--- src/rtl/decode_stage.sv ---
// Registered decode stage: splits instructions into datapath fields, tracks
// RAW/WAW hazards with a pending-write scoreboard and resolves JMP/JNZ locally.
module decode_stage #(
  parameter int REG_AW = 4,
  parameter int PC_W   = 6,
  localparam int INSN_W = 4 + 3 * REG_AW,
  localparam int IMM_W  = 2 * REG_AW
) (
  input  logic              clk,
  input  logic              rst,
  input  logic              in_valid,
  input  logic [INSN_W-1:0] in_insn,
  output logic              in_ready,
  output logic              out_valid,
  input  logic              out_ready,
  output logic [3:0]        alu_op,
  output logic [REG_AW-1:0] src0,
  output logic [REG_AW-1:0] src1,
  output logic [REG_AW-1:0] dst,
  output logic [IMM_W-1:0]  data,
  output logic              sel1,
  output logic              sel2,
  output logic              reg_we,
  output logic              mem_we,
  input  logic              wb_valid,
  input  logic [REG_AW-1:0] wb_dst,
  input  logic              zf_valid,
  input  logic              zf,
  output logic              redirect_valid,
  output logic [PC_W-1:0]   redirect_pc
);

  typedef enum logic [3:0] {
    OP_SUB       = 4'd0,
    OP_MUL       = 4'd1,
    OP_DIV       = 4'd2,
    OP_INC       = 4'd3,
    OP_DEC       = 4'd4,
    OP_COMPARE   = 4'd5,
    OP_CHECK_COL = 4'd6,
    OP_CHECK     = 4'd7,
    OP_CHECK_MAP = 4'd8,
    OP_LOAD      = 4'd9,
    OP_STORE     = 4'd10,
    OP_LI        = 4'd11,
    OP_SEP1      = 4'd12,
    OP_SEP2      = 4'd13,
    OP_JMP       = 4'd14,
    OP_JNZ       = 4'd15
  } opcode_t;

  opcode_t             op;
  logic [REG_AW-1:0]   fa, fb, fc;
  logic [PC_W-1:0]     target;

  logic [REG_AW-1:0]   d_src0, d_src1, d_dst;
  logic [IMM_W-1:0]    d_data;
  logic                d_sel1, d_sel2, d_reg_we, d_mem_we;
  logic                use0, use1, flag_prod, is_jump, taken;

  logic [2**REG_AW-1:0] pend;
  logic [1:0]           fcnt;
  logic                 zflag;
  logic                 stall, accept, inc, dec;

  assign op     = opcode_t'(in_insn[INSN_W-1 -: 4]);
  assign fa     = in_insn[3*REG_AW-1 -: REG_AW];
  assign fb     = in_insn[2*REG_AW-1 -: REG_AW];
  assign fc     = in_insn[REG_AW-1:0];
  assign target = in_insn[3*REG_AW-1 -: PC_W];

  // Field mapping per opcode class; anything a class does not use stays 0.
  always_comb begin
    d_src0    = '0;
    d_src1    = '0;
    d_dst     = '0;
    d_data    = '0;
    d_sel1    = 1'b0;
    d_sel2    = 1'b0;
    d_reg_we  = 1'b0;
    d_mem_we  = 1'b0;
    use0      = 1'b0;
    use1      = 1'b0;
    flag_prod = 1'b0;
    is_jump   = 1'b0;
    case (op)
      OP_SUB, OP_MUL, OP_DIV: begin
        d_src0 = fa; d_src1 = fb; d_dst = fc;
        d_sel1 = 1'b1; d_reg_we = 1'b1; use0 = 1'b1; use1 = 1'b1;
      end
      OP_INC, OP_DEC: begin
        d_src0 = fa; d_dst = fb;
        d_sel1 = 1'b1; d_reg_we = 1'b1; use0 = 1'b1;
      end
      OP_COMPARE, OP_CHECK_COL: begin
        d_src0 = fa; d_src1 = fb;
        d_sel1 = 1'b1; use0 = 1'b1; use1 = 1'b1; flag_prod = 1'b1;
      end
      OP_CHECK, OP_CHECK_MAP: begin
        d_src1 = fa; d_data = {fb, fc};
        use1 = 1'b1; flag_prod = 1'b1;
      end
      OP_LOAD: begin
        d_src1 = fa; d_dst = fb;
        d_sel2 = 1'b1; d_reg_we = 1'b1; use1 = 1'b1;
      end
      OP_STORE: begin
        d_src1 = fa; d_src0 = fb;
        d_sel1 = 1'b1; d_mem_we = 1'b1; use0 = 1'b1; use1 = 1'b1;
      end
      OP_LI: begin
        d_data = {fa, fb}; d_dst = fc; d_reg_we = 1'b1;
      end
      OP_SEP1, OP_SEP2: begin
        d_src1 = fa; d_dst = fb; d_reg_we = 1'b1; use1 = 1'b1;
      end
      default: is_jump = 1'b1;
    endcase
  end

  // Jumps never occupy the out register, so backpressure does not hold them.
  always_comb begin
    stall = redirect_valid
          | (!is_jump && out_valid && !out_ready)
          | (use0 && pend[d_src0])
          | (use1 && pend[d_src1])
          | (d_reg_we && pend[d_dst])
          | (flag_prod && fcnt == 2'd3)
          | (op == OP_JNZ && fcnt != 2'd0);
  end

  assign in_ready = !stall;
  assign accept   = in_valid && in_ready;
  assign taken    = (op == OP_JMP) || (op == OP_JNZ && zflag);
  assign inc      = accept && flag_prod;
  assign dec      = zf_valid && fcnt != 2'd0;

  always_ff @(posedge clk or posedge rst) begin
    if (rst) begin
      out_valid <= 1'b0;
      alu_op    <= '0;
      src0      <= '0;
      src1      <= '0;
      dst       <= '0;
      data      <= '0;
      sel1      <= 1'b0;
      sel2      <= 1'b0;
      reg_we    <= 1'b0;
      mem_we    <= 1'b0;
    end else if (!out_valid || out_ready) begin
      if (accept && !is_jump) begin
        out_valid <= 1'b1;
        alu_op    <= op;
        src0      <= d_src0;
        src1      <= d_src1;
        dst       <= d_dst;
        data      <= d_data;
        sel1      <= d_sel1;
        sel2      <= d_sel2;
        reg_we    <= d_reg_we;
        mem_we    <= d_mem_we;
      end else begin
        out_valid <= 1'b0;
        alu_op    <= '0;
        src0      <= '0;
        src1      <= '0;
        dst       <= '0;
        data      <= '0;
        sel1      <= 1'b0;
        sel2      <= 1'b0;
        reg_we    <= 1'b0;
        mem_we    <= 1'b0;
      end
    end
  end

  // Redirect is a single-cycle pulse; the target is only meaningful with it.
  always_ff @(posedge clk or posedge rst) begin
    if (rst) begin
      redirect_valid <= 1'b0;
      redirect_pc    <= '0;
    end else begin
      redirect_valid <= accept && taken;
      redirect_pc    <= (accept && taken) ? target : '0;
    end
  end

  always_ff @(posedge clk or posedge rst) begin
    if (rst) begin
      pend  <= '0;
      fcnt  <= 2'd0;
      zflag <= 1'b0;
    end else begin
      pend <= (pend & ~(wb_valid ? ({{(2**REG_AW-1){1'b0}}, 1'b1} << wb_dst) : '0))
            | ((accept && d_reg_we) ? ({{(2**REG_AW-1){1'b0}}, 1'b1} << d_dst) : '0);
      if (inc && !dec)
        fcnt <= fcnt + 2'd1;
      else if (dec && !inc)
        fcnt <= fcnt - 2'd1;
      if (zf_valid)
        zflag <= zf;
    end
  end

endmodule

--- config.mk ---
export PLATFORM = sky130hd
export DESIGN_NAME = decode_stage
export DESIGN_NICKNAME = d
export VERILOG_FILES = /design/src/rtl/decode_stage.sv
export SDC_FILE = /design/constraint.sdc
export NUM_CORES = 1
export LEC_CHECK = 0
export BUFFER_PORTS_ARGS = -buffer_cell sky130_fd_sc_hd__buf_2
export CELL_PAD_IN_SITES_DETAIL_PLACEMENT = 0
export CELL_PAD_IN_SITES_GLOBAL_PLACEMENT = 2
export CORE_AREA = 5 5 112 114
export DETAILED_ROUTE_END_ITERATION = 10
export DIE_AREA = 0 0 117 119
export GPL_TIMING_DRIVEN = 0
export PLACE_DENSITY = 0.76
export SLEW_MARGIN = 20
export SYNTH_ARGS = -nofsm -noshare
export SYNTH_HDL_FRONTEND = slang
export SYNTH_SLANG_ARGS = --single-unit
--- constraint.sdc ---
create_clock -name clk -period 3.3 [get_ports clk]
set_input_delay 0.165 -clock clk [delete_from_list [all_inputs] [get_ports clk]]
set_output_delay 0.165 -clock clk [all_outputs]
set_load 0.005 [all_outputs]
Word-level counts from Yosys, hierarchy flattened
Index checks and enable logic that the tools add are counted.
{"block": "totals", "out_inout_bits": 37, "reg_bits": 55, "input_bits": 27, "wordCells": 115}
{"block": "classes", "shifts": 2, "reduce_logical": 37, "n_eq_ne": 16, "bitwise": 9, "n_addsub": 2, "order_cmp": 3, "mux": 31}
{"op": "== test 4 bit, second input constant", "n": 8}
{"op": "two-way mux 16 bit", "n": 2}
{"op": "left shift 1 x 4 -> 16 bit, first input constant", "n": 2}
{"op": "case mux 4 bit (2 select lines)", "n": 3}
{"op": "AND 16 bit", "n": 1}
{"op": "== test 4 x 3 -> 1 bit, second input constant", "n": 4}
{"op": "logical AND 1 bit", "n": 16}
{"op": "two-way mux 4 bit", "n": 4}
{"op": "inverter 16 bit", "n": 1}
{"op": "bitwise OR 16 bit", "n": 1}
{"op": "case mux 8 bit (2 select lines)", "n": 1}
{"op": "< comparator 4 x 5 -> 1 bit, second input constant", "n": 3}
{"op": "two-way mux 1 bit", "n": 14}
{"op": "OR reduction 14 bit", "n": 1}
{"op": "binary-select mux 1 bit (select 4 bit)", "n": 3}
{"op": "OR reduction 11 bit", "n": 1}
{"op": "OR reduction 5 bit", "n": 2}
{"op": "OR reduction 9 bit", "n": 1}
{"op": "== test 4 x 2 -> 1 bit, second input constant", "n": 2}
{"op": "two-way mux 8 bit", "n": 1}
{"op": "OR reduction 4 bit", "n": 2}
{"op": "OR reduction 8 bit", "n": 1}
{"op": "OR reduction 7 bit", "n": 1}
{"op": "two-way mux 6 bit", "n": 1}
{"op": "other kinds (12)", "n": 24}

Depth between registers and ports, before layout
{"block": "logic_depth", "depth_word": 18, "mapped_depth": 16, "depth_no_buf": 12}

Worst setup path before layout
OpenSTA, ideal clock, no wires.
{"block": "synth_path", "path_type": "input -> register", "start": "input in_insn[13]", "end": "register fcnt[1]", "t_required_ps": 3175, "arrival_time_ps": 3156, "n_path_buf": 3, "path_slack_ps": 19, "setup_time_ps": 125, "path_stages": 14, "path_cell_list": "buf_2 > clkbuf_1 > nor2_1 > a221oi_1 > mux2_2 > or3_1 > o2111ai_1 > clkbuf_1 > nand2_1 > nor2_1 > ha_1 > xor2_1 > nor2_1 > xor2_1"}
{"block": "synth_via", "elab_chain_len": 17, "word_cells_on_any_way": 59, "classes_between": "eq/ne: 14; mux: 14; bitwise: 6; reduce/logical: 25"}
{"element": "start, declared", "line": "12", "source": "input logic [INSN_W-1:0] in_insn,"}
{"element": "== test 4 x 3 -> 1 bit (tied with other cells)", "line": "86", "source": "case (op)"}
{"element": "OR reduction 7 bit (no source line)"}
{"element": "case mux 4 bit (2 select lines)", "line": "86"}
{"element": "binary-select mux 1 bit (select 4 bit)", "line": "125", "source": "| (use0 && pend[d_src0])"}
{"element": "two-way mux 1 bit (implied by the code)", "line": "125"}
{"element": "logical AND 1 bit", "line": "125"}
{"element": "bitwise OR 1 bit", "line": "125"}
{"element": "bitwise OR 1 bit", "line": "126", "source": "| (use1 && pend[d_src1])"}
{"element": "bitwise OR 1 bit", "line": "127", "source": "| (d_reg_we && pend[d_dst])"}
{"element": "bitwise OR 1 bit", "line": "128", "source": "| (flag_prod && fcnt == 2'd3)"}
{"element": "bitwise OR 1 bit", "line": "129", "source": "| (op == OP_JNZ && fcnt != 2'd0);"}
{"element": "zero test 1 bit", "line": "132", "source": "assign in_ready = !stall;"}
{"element": "logical AND 1 bit", "line": "133", "source": "assign accept = in_valid && in_ready;"}
{"element": "logical AND 1 bit (*)", "line": "135", "source": "assign inc = accept && flag_prod;"}
{"element": "zero test 1 bit", "line": "198", "source": "else if (dec && !inc)"}
{"element": "logical AND 1 bit", "line": "198"}
{"element": "nonzero test 2 bit (no source line)"}
{"element": "end signal, assigned", "line": "197", "source": "fcnt <= fcnt + 2'd1;"}
{"element": "end signal, assigned", "line": "199", "source": "fcnt <= fcnt - 2'd1;"}
{"element": "end, declared", "line": "62", "source": "logic [1:0] fcnt;"}
Every way passes the cells marked *; elsewhere a longest branch is shown, timed or not. The select of a mux whose other input is x is not followed.
A chain may end at the register's enable or synchronous reset.

Final worst setup path
Ends and elaborated chain as after synthesis.

==> qor.yml <==
outcome: "finished with violations"
failed_checks: "hold timing"
start_util: 0.326
clk_latency_ps: 300
yosysTopAreaCell: "dfrtp_1"
grt_max_degree: 56
tightest_slew_ps: 684
cts_htree_levels: 2
worst_hold_slack_ps: -30.3
synth_cells: 455
ant_nets: 0
hold_viol: 55
finalNonFillerCells: 666
cts_hold_buf: 0
rows: 39
critical_path_class: "in2reg"
fin_skew_ps: 6.32
synth-seq-cells: 55
gr-usage-all-layers: 0.181
dr.pass1.iters: 5
core_um2: 11300
cp.required_ps: 3480
wire_per_inst_um: 18.6
cp-end-kind: "flip-flop"
ios: 64
io_buffers: 60
drc: 0
dp.cells: 658
path_buf_inv: 4
final_common_cell: "nand2_1"
synth_flop_cell: "dfrtp_1"
grt_first_pass_wirelength_mm: 19.9
synth_nets: 483
crit_path_max_fanout: 10
p_total_mw: 2.18
grt_setup_unrepaired: "no"
hp-class: "in2async"
syn_avg_cell_area_um2: 8.12
nets: 550
cts.sinks: 55
dp_hpwl_mm: 9.82
synth_area_leaders: "dfrtp_1 (37%), nand2_1 (7.5%), mux2i_1 (6.5%), o21ai_1 (5.4%), nand3_1 (3.9%)"
fin_crit_sh: 0.934
root_buffer: "clkbuf_16"
drt_iter0_markers: 251
die_x_um: 117
tritoncts: "built"
vias: 3639
cpMaxStageDelayCell: "mux4_2"
final-setup-viol-count: 0
syn-cell-area_um2: 3690
ys_seq_area_frac: 0.373
cap_violations: 0
placed_area_um2: 4180
die_y_um: 119
yosys.cell_types.count: 58
fill_cells: 1196
path_clk_slew_ps: 80
clock_path_buffers: 2
finalSetupTns_ps: 0
cp-start-kind: "primary input"
crit_path_frequent_cell: "buf_2"
die_area_um2: 13900
cpLargestDelayFamily: "simple AND/OR/NAND/NOR gates"
async_flop_share: 1.00
yosys_warnings: 0
cts_buffers: 5
vdd_drop_max_v: 0.000262
layout-drive-gt1-share: 0.203
period_minus_slack_ps: 3080
grt_pass1_vias: 3640
yosysTopAreaCellShare: 0.373
syn2layout_area_growth_pct: 19.7
finish.instance_area_um2: 4420
viasPerCell: 5.46
max_stage_delay_ps: 510
grt-ovfl-total: 0
drt-total-wl_mm: 12.4
gp_congestion: 0.855
arrival_ps: 3260
antenna_found_initial: 0
maxSlewHeadroom: 0.544
synth_edf_count: 0
final_cell_mix: "nand2_1 (74), buf_2 (67), dfrtp_1 (55)"
p_leak_nw: 2.02
report.final.slew_viol_count: 0
timing.fmax_mhz: 324
p_per_area_nw_per_um2: 494
path_cells: "buf_2 > buf_2 > nand3b_1 > o22a_1 > and2_1 > buf_2 > mux4_2 > and2_4 > o41ai_4 > nand4_4 > buf_4 > nor2_1 > ha_1 > xor2_1 > nor2_1 > xor2_1"
diodes: 0
-- cell usage after synthesis, types with 7 or more instances --
cell and number:
nand2_1 74, o21ai_0 24, buf_2 8, and2_1 7, mux2i_1 24, o22ai_1 11, nand2b_1 12, nand3_1 29
dfrtp_1 55, nor2_1 27, o21ai_1 40, inv_1 15, clkbuf_1 16, o211ai_1 8, a21oi_1 18, nor3_1 7
-- worst register-to-register path, cell delays in order (launching register included) --
cell and delay (ps):
dfrtp_1 430, mux4_2 470, and2_4 180, o41ai_4 320
nand4_4 220, buf_4 240, nor2_1 130, ha_1 170
xor2_1 150, nor2_1 60, xor2_1 140
-- final timing paths --
check / endpoint / cells past startpoint / startpoint / slack [ps]
max: fcnt[1]$_DFFE_PP0P_ / 16 / in_insn[13] / 220
min: dst[2]$_DFFE_PP0P_ / 2 / rst / -30
min reg2reg: alu_op[3]$_DFFE_PP0P_ / 2 / alu_op[3]$_DFFE_PP0P_ / 480
max reg2reg: fcnt[1]$_DFFE_PP0P_ / 10 / pend[6]$_DFF_PP0_ / 670
max in group asynchronous: pend[9]$_DFF_PP0_ / 2 / rst / 2880
min in group clk: zflag$_DFFE_PP0P_ / 2 / zf / 100
-- metal layers --
layer / GRT usage / wire length (um) / up-vias
met3: 0.0264 / 624 / 11
met5: 0 / 0 / -
met1: 0.244 / 5570 / 1750
li1: - / - / 1791
met4: 0.0351 / 105 / 0
met2: 0.309 / 6120 / 87
-- metrics by stage --
stage          setup WS (ps)   util
2_1_floorplan           19.3      -
3_3_place_gp            -941  0.369
3_5_place_dp            -967  0.369
4_1_cts                 1.17  0.387
5_1_grt                 11.7  0.391
6_report                 218  0.391
-- logic make-up (layout without fill, tap and decap cells) --
family / after synthesis / after routing / share of synthesized area
flip-flops: 55 / 55 / 0.373
AO/OA/AOI/OAI: 154 / 154 / 0.275
multiplexers: 27 / 27 / 0.0772
AND/OR/NAND/NOR: 170 / 170 / 0.214
adder cells (fa/ha/maj): 1 / 1 / 0.00339
XOR/XNOR: 3 / 3 / 0.00712
buffers and inverters: 45 / 113 / 0.0505
-- sequential cells by signal, summed over array words and instances (netlist names) --
| name | count |
|---|---|
| redirect_valid | 1 |
| sel2 | 1 |
| alu_op | 4 |
| src0 | 4 |
| src1 | 4 |
| fcnt | 2 |
| out_valid | 1 |
| pend | 16 |
| data | 8 |
| sel1 | 1 |
| dst | 4 |
| zflag | 1 |
| reg_we | 1 |
| redirect_pc | 6 |
| mem_we | 1 |
-- final cells by class --
class	instances	area, um2	area share
Multi-Input combinational cell	355	2190	0.494
Sequential cell	55	1380	0.311
Timing Repair Buffer	62	315	0.0713
Tap cell	143	179	0.0405
Buffer	28	135	0.0306
Clock buffer	5	125	0.0283
Inverter	15	58.8	0.0133
Clock inverter	3	46.3	0.0105
-- report_power, final --
group | internal (mW) | leakage (nW) | switching [mW]
Clock | 0.362 | 0.0804 | 0.267
Combinational | 0.268 | 1.19 | 0.419
Sequential | 0.772 | 0.745 | 0.0955
-- repair_timing --
action                     4_1_cts  5_1_grt
setup endpoints to repair       41        3
setup buffers                    0        2
pin swaps                        0        3
resized for setup                8       14
No activity file was read; power rests on OpenSTA's default activity.
